**src/rtl/pot_scan_ctrl_if.sv**
```systemverilog
// Bundle for the pot scanner: enable, A2D strt_cnv/cnv_cmplt handshake and published pot bus.
// Latency: none; this file only groups the signals.
// Backpressure: none; the A2D handshake allows one outstanding conversion and the pot bus is never stalled.
interface pot_scan_ctrl_if #(
   parameter int NUM_POTS = 6,
   parameter int RES_W    = 12
);
   logic                      en;
   logic                      strt_cnv;
   logic [2:0]                chnnl;
   logic                      cnv_cmplt;
   logic [RES_W-1:0]          res;
   logic [NUM_POTS*RES_W-1:0] pot_vals;
   logic [NUM_POTS-1:0]       pot_chg;
   logic                      scan_done;
   logic                      settled;
   logic                      a2d_err;

   // Scanner side
   modport master (
      input  en, cnv_cmplt, res,
      output strt_cnv, chnnl, pot_vals, pot_chg, scan_done, settled, a2d_err
   );

   // A2D / equalizer side
   modport slave (
      output en, cnv_cmplt, res,
      input  strt_cnv, chnnl, pot_vals, pot_chg, scan_done, settled, a2d_err
   );
endinterface

```
**src/rtl/pot_scan_ctrl.sv**
```systemverilog
// Round-robin slide-pot scanner: A2D handshake, IIR smoothing, hysteresis publish, settle and timeout flags.
// Latency: cnv_cmplt sampled at edge N, pot_vals/pot_chg at edge N+1, next strt_cnv cycle follows at N+2.
// Backpressure: none; one conversion in flight, en low lets it finish and then idles.
module pot_scan_ctrl #(
   parameter int NUM_POTS     = 6,
   parameter int CH_OFFSET    = 0,
   parameter int RES_W        = 12,
   parameter int AVG_SHIFT    = 2,
   parameter int HYST         = 8,
   parameter int SETTLE_SCANS = 4,
   parameter int TIMEOUT      = 4096
)(
   input  logic           clk,
   input  logic           rst,
   pot_scan_ctrl_if.master bus
);

   localparam int IDX_W = (NUM_POTS > 1) ? $clog2(NUM_POTS) : 1;
   localparam int TMR_W = (TIMEOUT > 1) ? $clog2(TIMEOUT) : 1;
   localparam int CNT_W = $clog2(SETTLE_SCANS + 1);

   localparam logic [IDX_W-1:0] IDX_LAST = IDX_W'(NUM_POTS - 1);
   localparam logic [TMR_W-1:0] TMR_LAST = TMR_W'(TIMEOUT - 1);
   localparam logic [CNT_W-1:0] CNT_SAT  = CNT_W'(SETTLE_SCANS);
   localparam logic [CNT_W-1:0] CNT_PRE  = CNT_W'(SETTLE_SCANS - 1);
   localparam logic [RES_W:0]   HYST_V   = (RES_W+1)'(HYST);
   localparam logic [RES_W-1:0] MAX_V    = '1;

   typedef enum logic [1:0] {S_IDLE, S_START, S_WAIT, S_UPDATE} state_t;

   state_t                    r_state;
   state_t                    w_next;
   logic                      w_timeout;
   logic [IDX_W-1:0]          r_idx;
   logic [TMR_W-1:0]          r_timer;
   logic [RES_W-1:0]          r_res;
   logic [RES_W-1:0]          r_filt [NUM_POTS];
   logic [NUM_POTS-1:0]       r_first;
   logic [NUM_POTS*RES_W-1:0] r_pot_vals;
   logic [NUM_POTS-1:0]       r_pot_chg;
   logic                      r_scan_done;
   logic                      r_settled;
   logic                      r_a2d_err;
   logic [CNT_W-1:0]          r_scan_cnt;

   logic [RES_W-1:0]          w_filt_cur;
   logic [RES_W-1:0]          w_pv_cur;
   logic signed [RES_W:0]     w_diff;
   logic signed [RES_W:0]     w_step;
   logic signed [RES_W:0]     w_sum;
   logic [RES_W-1:0]          w_filt_new;
   logic [RES_W-1:0]          w_gap;
   logic                      w_pub;
   logic                      w_last;

   // Next-state decode; a timeout retries the same pot rather than skipping it
   always_comb begin
      w_next    = r_state;
      w_timeout = 1'b0;
      case (r_state)
         S_IDLE:   if (bus.en) w_next = S_START;
         S_START:  w_next = S_WAIT;
         S_WAIT: begin
            if (bus.cnv_cmplt) begin
               w_next = S_UPDATE;
            end else if (r_timer == TMR_LAST) begin
               w_timeout = 1'b1;
               w_next    = S_START;
            end
         end
         S_UPDATE: w_next = bus.en ? S_START : S_IDLE;
         default:  w_next = S_IDLE;
      endcase
   end

   // State register
   always_ff @(posedge clk or posedge rst) begin
      if (rst) r_state <= S_IDLE;
      else     r_state <= w_next;
   end

   // Conversion watchdog: cleared on each start, counts while waiting
   always_ff @(posedge clk or posedge rst) begin
      if (rst)                    r_timer <= '0;
      else if (r_state == S_START) r_timer <= '0;
      else if (r_state == S_WAIT)  r_timer <= r_timer + 1'b1;
   end

   // Capture the A2D result on completion
   always_ff @(posedge clk or posedge rst) begin
      if (rst)                                    r_res <= '0;
      else if (r_state == S_WAIT && bus.cnv_cmplt) r_res <= bus.res;
   end

   // Smoother: filt += (res - filt) >>> AVG_SHIFT; floor rounding means a rising
   // input can stop a few LSBs short of its target, falling inputs reach it exactly
   always_comb begin
      w_filt_cur = r_filt[r_idx];
      w_pv_cur   = r_pot_vals[r_idx*RES_W +: RES_W];
      w_diff     = $signed({1'b0, r_res}) - $signed({1'b0, w_filt_cur});
      w_step     = w_diff >>> AVG_SHIFT;
      w_sum      = $signed({1'b0, w_filt_cur}) + w_step;
      w_filt_new = r_first[r_idx] ? r_res : RES_W'(w_sum);
      w_gap      = (w_filt_new >= w_pv_cur) ? (w_filt_new - w_pv_cur) : (w_pv_cur - w_filt_new);
      w_pub      = r_first[r_idx]
                 || ({1'b0, w_gap} >= HYST_V)
                 || (w_filt_new == '0   && w_pv_cur != '0)
                 || (w_filt_new == MAX_V && w_pv_cur != MAX_V);
      w_last     = (r_idx == IDX_LAST);
   end

   // Per-pot filter state, publish, and round-robin index
   always_ff @(posedge clk or posedge rst) begin
      if (rst) begin
         for (int i = 0; i < NUM_POTS; i++) r_filt[i] <= '0;
         r_first     <= '1;
         r_pot_vals  <= '0;
         r_pot_chg   <= '0;
         r_scan_done <= 1'b0;
         r_idx       <= '0;
      end else begin
         r_pot_chg   <= '0;
         r_scan_done <= 1'b0;
         if (r_state == S_UPDATE) begin
            r_filt[r_idx]  <= w_filt_new;
            r_first[r_idx] <= 1'b0;
            if (w_pub) begin
               r_pot_vals[r_idx*RES_W +: RES_W] <= w_filt_new;
               r_pot_chg <= NUM_POTS'(1) << r_idx;
            end
            if (w_last) begin
               r_idx       <= '0;
               r_scan_done <= 1'b1;
            end else begin
               r_idx <= r_idx + 1'b1;
            end
         end
      end
   end

   // Scan counter saturates; settled is sticky until reset
   always_ff @(posedge clk or posedge rst) begin
      if (rst) begin
         r_scan_cnt <= '0;
         r_settled  <= 1'b0;
      end else if (r_state == S_UPDATE && w_last) begin
         if (r_scan_cnt < CNT_SAT)  r_scan_cnt <= r_scan_cnt + 1'b1;
         if (r_scan_cnt >= CNT_PRE) r_settled  <= 1'b1;
      end
   end

   // Sticky A2D error flag
   always_ff @(posedge clk or posedge rst) begin
      if (rst)            r_a2d_err <= 1'b0;
      else if (w_timeout) r_a2d_err <= 1'b1;
   end

   assign bus.strt_cnv  = (r_state == S_START);
   assign bus.chnnl     = 3'(CH_OFFSET) + 3'(r_idx);
   assign bus.pot_vals  = r_pot_vals;
   assign bus.pot_chg   = r_pot_chg;
   assign bus.scan_done = r_scan_done;
   assign bus.settled   = r_settled;
   assign bus.a2d_err   = r_a2d_err;

endmodule

```
**src/flat_wrapper.sv**
```systemverilog
// flat-port wrapper written by rule: the top's interface ports become plain ports
module pot_scan_ctrl_flat 
#(
   parameter int NUM_POTS     = 6,
   parameter int CH_OFFSET    = 0,
   parameter int RES_W        = 12,
   parameter int AVG_SHIFT    = 2,
   parameter int HYST         = 8,
   parameter int SETTLE_SCANS = 4,
   parameter int TIMEOUT      = 4096
)
  (clk, rst, bus_en, bus_cnv_cmplt, bus_res, bus_strt_cnv, bus_chnnl, bus_pot_vals, bus_pot_chg, bus_scan_done, bus_settled, bus_a2d_err);
  pot_scan_ctrl_if #(.NUM_POTS(NUM_POTS), .RES_W(RES_W)) bus_i ();
  input  logic clk;
  input  logic rst;
  input wire logic [$bits(bus_i.en)-1:0] bus_en;
  input wire logic [$bits(bus_i.cnv_cmplt)-1:0] bus_cnv_cmplt;
  input wire logic [$bits(bus_i.res)-1:0] bus_res;
  output wire logic [$bits(bus_i.strt_cnv)-1:0] bus_strt_cnv;
  output wire logic [$bits(bus_i.chnnl)-1:0] bus_chnnl;
  output wire logic [$bits(bus_i.pot_vals)-1:0] bus_pot_vals;
  output wire logic [$bits(bus_i.pot_chg)-1:0] bus_pot_chg;
  output wire logic [$bits(bus_i.scan_done)-1:0] bus_scan_done;
  output wire logic [$bits(bus_i.settled)-1:0] bus_settled;
  output wire logic [$bits(bus_i.a2d_err)-1:0] bus_a2d_err;
  assign bus_i.en = bus_en;
  assign bus_i.cnv_cmplt = bus_cnv_cmplt;
  assign bus_i.res = bus_res;
  assign bus_strt_cnv = bus_i.strt_cnv;
  assign bus_chnnl = bus_i.chnnl;
  assign bus_pot_vals = bus_i.pot_vals;
  assign bus_pot_chg = bus_i.pot_chg;
  assign bus_scan_done = bus_i.scan_done;
  assign bus_settled = bus_i.settled;
  assign bus_a2d_err = bus_i.a2d_err;
  pot_scan_ctrl #(.NUM_POTS(NUM_POTS), .CH_OFFSET(CH_OFFSET), .RES_W(RES_W), .AVG_SHIFT(AVG_SHIFT), .HYST(HYST), .SETTLE_SCANS(SETTLE_SCANS), .TIMEOUT(TIMEOUT)) u_core (.clk(clk), .rst(rst), .bus(bus_i));
endmodule
```
**config.mk**
```make
export PLATFORM = sky130hd
export DESIGN_NAME = pot_scan_ctrl_flat
export DESIGN_NICKNAME = d
export VERILOG_FILES = /design/src/rtl/pot_scan_ctrl_if.sv /design/src/rtl/pot_scan_ctrl.sv /design/src/flat_wrapper.sv
export SDC_FILE = /design/constraint.sdc
export NUM_CORES = 1
export LEC_CHECK = 0
export ABC_AREA = 1
export CAP_MARGIN = 40
export CORE_ASPECT_RATIO = 1.75
export CORE_MARGIN = 5
export CORE_UTILIZATION = 60
export DETAILED_ROUTE_END_ITERATION = 6
export GPL_TIMING_DRIVEN = 0
export PLACE_DENSITY = 0.82
export SETUP_SLACK_MARGIN = 0.15
export SLEW_MARGIN = 20
export SYNTH_ARGS = -nofsm -noshare
export SYNTH_HDL_FRONTEND = slang
export SYNTH_SLANG_ARGS = --single-unit
```
**constraint.sdc**
```tcl
create_clock -name clk -period 8.45 [get_ports clk]
set_input_delay 1.69 -clock clk [delete_from_list [all_inputs] [get_ports clk]]
set_output_delay 1.69 -clock clk [all_outputs]
set_load 0.01 [all_outputs]
```
==> reports/qor.txt, run 1 <==
largest cells by area after synthesis = dfrtp_1, nand2_1, o21ai_0, ha_1, inv_1
start point of the critical path = u_core.r_idx[1]$_DFFE_PP0P_
FP Rows = 70
Critical Path Sink Type = register
vias in the first global route = 13100
failing checks = DRC
Post-CTS Setup Repair Bufs = 0
post-route clock period utilization = 94.5%
Setup crit end = u_core.bus.pot_vals[57]$_DFFE_PP0P_
worst slew pin tran = 0.960 ns
placed cell count = 2128
die area = 24400 sq um
max-slew violations = 0
Pre-Repair DR Iteration Count = 7
Fin. Hold Viols = 0
Async SR Flop Fraction = 100%
Clock Latency Late Sink = 0.46 ns
syn_area_per_cell = 7.20 sq um
global-route wire length before repair = 73.3 mm
Final Non-Filler Cells = 2162
H-tree depth = 4
# hold bufs at CTS = 0
Die Wd = 120 microns
synth unique cells = 59
Required @ worst endpoint = 8.82 ns
fillers = 1720
Reg area = 4790 sq um
#FFs+latches synth = 191
Worst Path Max Fanout = 10
syn_nets = 1859
TritonCTS clock tree = yes
placed wire-length estimate = 36.8 mm
R2R depth = 44
worst path arrival time = 8.35 ns
port bufs = 100
Clock Path Buffers = 2
Gate Count Post-Synth = 1773
Setup Viol. Count Final = 0
starting density of the core = 61.0%
cell taking the most area after synthesis = dfrtp_1
cell mode on critical path = nand2_1
global placement routability congestion = 1.13
Avg WL per Cell = 22.1 microns
chip height = 203 microns
Slowest-stage cell, CP = dfrtp_1
Num CTS Buffers = 17
Synth Cell Area = 12800 sq um
status = complete, but fails checks
R2R setup slack = 0.46 ns
met3 routed WL = 3.40 mm
total grt overflow = 0
Max Used Layer = met4
sequential-to-total area share from yosys stat = 37.5%
Final min period = 7.99 ns
GRT Util Overall = 39.7%
initial antenna violation count = 0
largest net degree at the start of global routing = 71
vias per cell = 6.09
HP Class = reg2reg
RSZ-0062 raised after global routing = no
layout net count = 1983
yosys warns = 0
n_diodes = 0
clock-pin slew on the worst setup and hold paths = 0.08 ns
clock net sink count = 191
clk_skew = 0.00958 ns
worst hold margin = 0.453 ns
via count = 13200
Remaining DRCs = 1
WL met1 = 15.7 mm
io pins = 101
Worst setup SP type = register
Crit Path Category = reg2reg
CP peak stage delay = 0.53 ns
dpl ws = -0.690 ns
Initial DRC Count = 1160
fmax = 0.125 GHz
worst r2r src = u_core.r_idx[1]$_DFFE_PP0P_
Final WS setup = 0.464 ns
WL met2 = 23.2 mm
worst r2r dst = u_core.bus.pot_vals[57]$_DFFE_PP0P_
share of layout cells above drive strength 1 = 8.80%
Worst slew margin = 35.3%
EDFF count, synth = 0
Post-synth top flop = dfrtp_1
root buffer cell = clkbuf_16
max-cap violations = 0
Layout area overhead = 16.7%
Multi-input gate area = 6850 sq um
post-synth top area share = 36.3%
core region area = 20900 sq um
most frequent cells in the layout = nand2_1, inv_1, dfrtp_1, o21ai_0, nor2_1
commonest non-fill, non-tap cell in the layout = nand2_1
Final ANT Viol Nets = 0
drt total wl = 47.8 mm
synthesized netlist by cell type, types with 4 or more instances:
cell	count
dfrtp_1	185
buf_4	8
nor4_1	5
dfstp_2	6
o21bai_1	5
a21oi_1	54
o22ai_1	18
o31ai_1	4
o211ai_1	10
nor3_1	25
a21o_1	5
mux2_2	9
nand2_2	5
a31oi_1	4
nor2_1	159
ha_1	66
inv_1	217
nor2_2	4
a32oi_1	11
o21ai_1	55
xnor2_1	5
buf_2	9
nor2_8	4
clkbuf_1	42
o21ai_0	172
or2_2	16
buf_1	7
nand3_1	81
fa_1	4
nand2_1	469
nand4_1	22
buf_6	5
xor2_1	22
inv_2	10
nand3_2	11
area by class of cell:
class	count	share of cell area [%]
repair buffers	106	7.26
well taps	252	2.12
multi-input cells	1280	45.9
flip-flops and latches	191	32.1
clock buffers	17	2.85
clock inverters	15	1.18
inverters	229	5.84
plain buffers	72	2.66
critical path: cells and delay by family (launching register included):
kind                     cells  cell delay (ns)
adder cells (fa/ha/maj)      3             1.02
XOR/XNOR                     1             0.16
flip-flops                   1             0.53
AO/OA/AOI/OAI               10             1.77
AND/OR/NAND/NOR             22             2.23
buffers and inverters        8             2.13
how the worst min path moves through the flow:
stage / start / endpoint / cells past startpoint
5_1_grt: u_core.r_first[4]$_DFFE_PP1P_ / u_core.r_first[4]$_DFFE_PP1P_ / 2
6_report: u_core.r_first[2]$_DFFE_PP1P_ / u_core.r_first[2]$_DFFE_PP1P_ / 2
2_1_floorplan: u_core.r_first[4]$_DFFE_PP1P_ / u_core.r_first[4]$_DFFE_PP1P_ / 2
3_5_place_dp: u_core.r_first[0]$_DFFE_PP1P_ / u_core.r_first[0]$_DFFE_PP1P_ / 2
3_3_place_gp: u_core.r_first[4]$_DFFE_PP1P_ / u_core.r_first[4]$_DFFE_PP1P_ / 2
4_1_cts: u_core.r_first[0]$_DFFE_PP1P_ / u_core.r_first[0]$_DFFE_PP1P_ / 2
cell families after synthesis:
| group | Yosys count | share of synthesized area, % |
|---|---|---|
| AOI/OAI and AO/OA | 356 | 15.5 |
| xor gates and xnor gates | 27 | 1.85 |
| adders and majority gates | 70 | 7.09 |
| buffers and inverters | 302 | 9.53 |
| DFF | 191 | 37.5 |
| muxes | 10 | 0.872 |
| and+or+nand+nor | 817 | 27.6 |
what timing repair did:
| item | 4_1_cts | 5_1_grt |
|---|---|---|
| endpoints found under the hold margin | 0 | 0 |
| resized for setup | 18 | 36 |
| cloned | 0 | 0 |
| pin swaps | 0 | 2 |
| setup endpoints to repair | 78 | 78 |
per-stage QoR:
step | TNS (ns) | utilization [%] | instance area [sq um]
after floorplan | 0 | - | 12800
after global placement | -166.05 | 67.3 | 14100
after detailed placement | -46.67 | 67.6 | 14200
after CTS | 0 | 70.7 | 14800
after global routing | 0 | 71.2 | 14900
final | 0 | 71.2 | 14900
registers in the layout, summed over array words and instances (netlist names):
register              flops
u_core.r_filt            72
u_core.bus.a2d_err        1
u_core.bus.pot_vals      72
u_core.r_res             12
u_core.r_timer           12
u_core.bus.pot_chg        6
u_core.r_scan_cnt         3
u_core.bus.settled        1
u_core.r_first            6
u_core.bus.scan_done      1
u_core.r_state            2
u_core.r_idx              3
per-layer routing:
layer | vias up | global-route usage [%]
li1 | 5999 | -
met1 | 6154 | 40.3
met2 | 739 | 67.5
met3 | 273 | 6.61
met4 | 0 | 38.0
met5 | - | 0
Power of run 1 is left out: the tool's default activity adds up to more than one toggle a clock period on the data nets, which glitch-free logic cannot reach.
==> run 2, diff against run 1 <==
Settings changed: CTS_CLUSTER_SIZE from default to 24.
==> results of run 2 <==
No change in the layout: final DEF, timing and power equal those of run 1.
Power of run 2 is left out for the same reason.
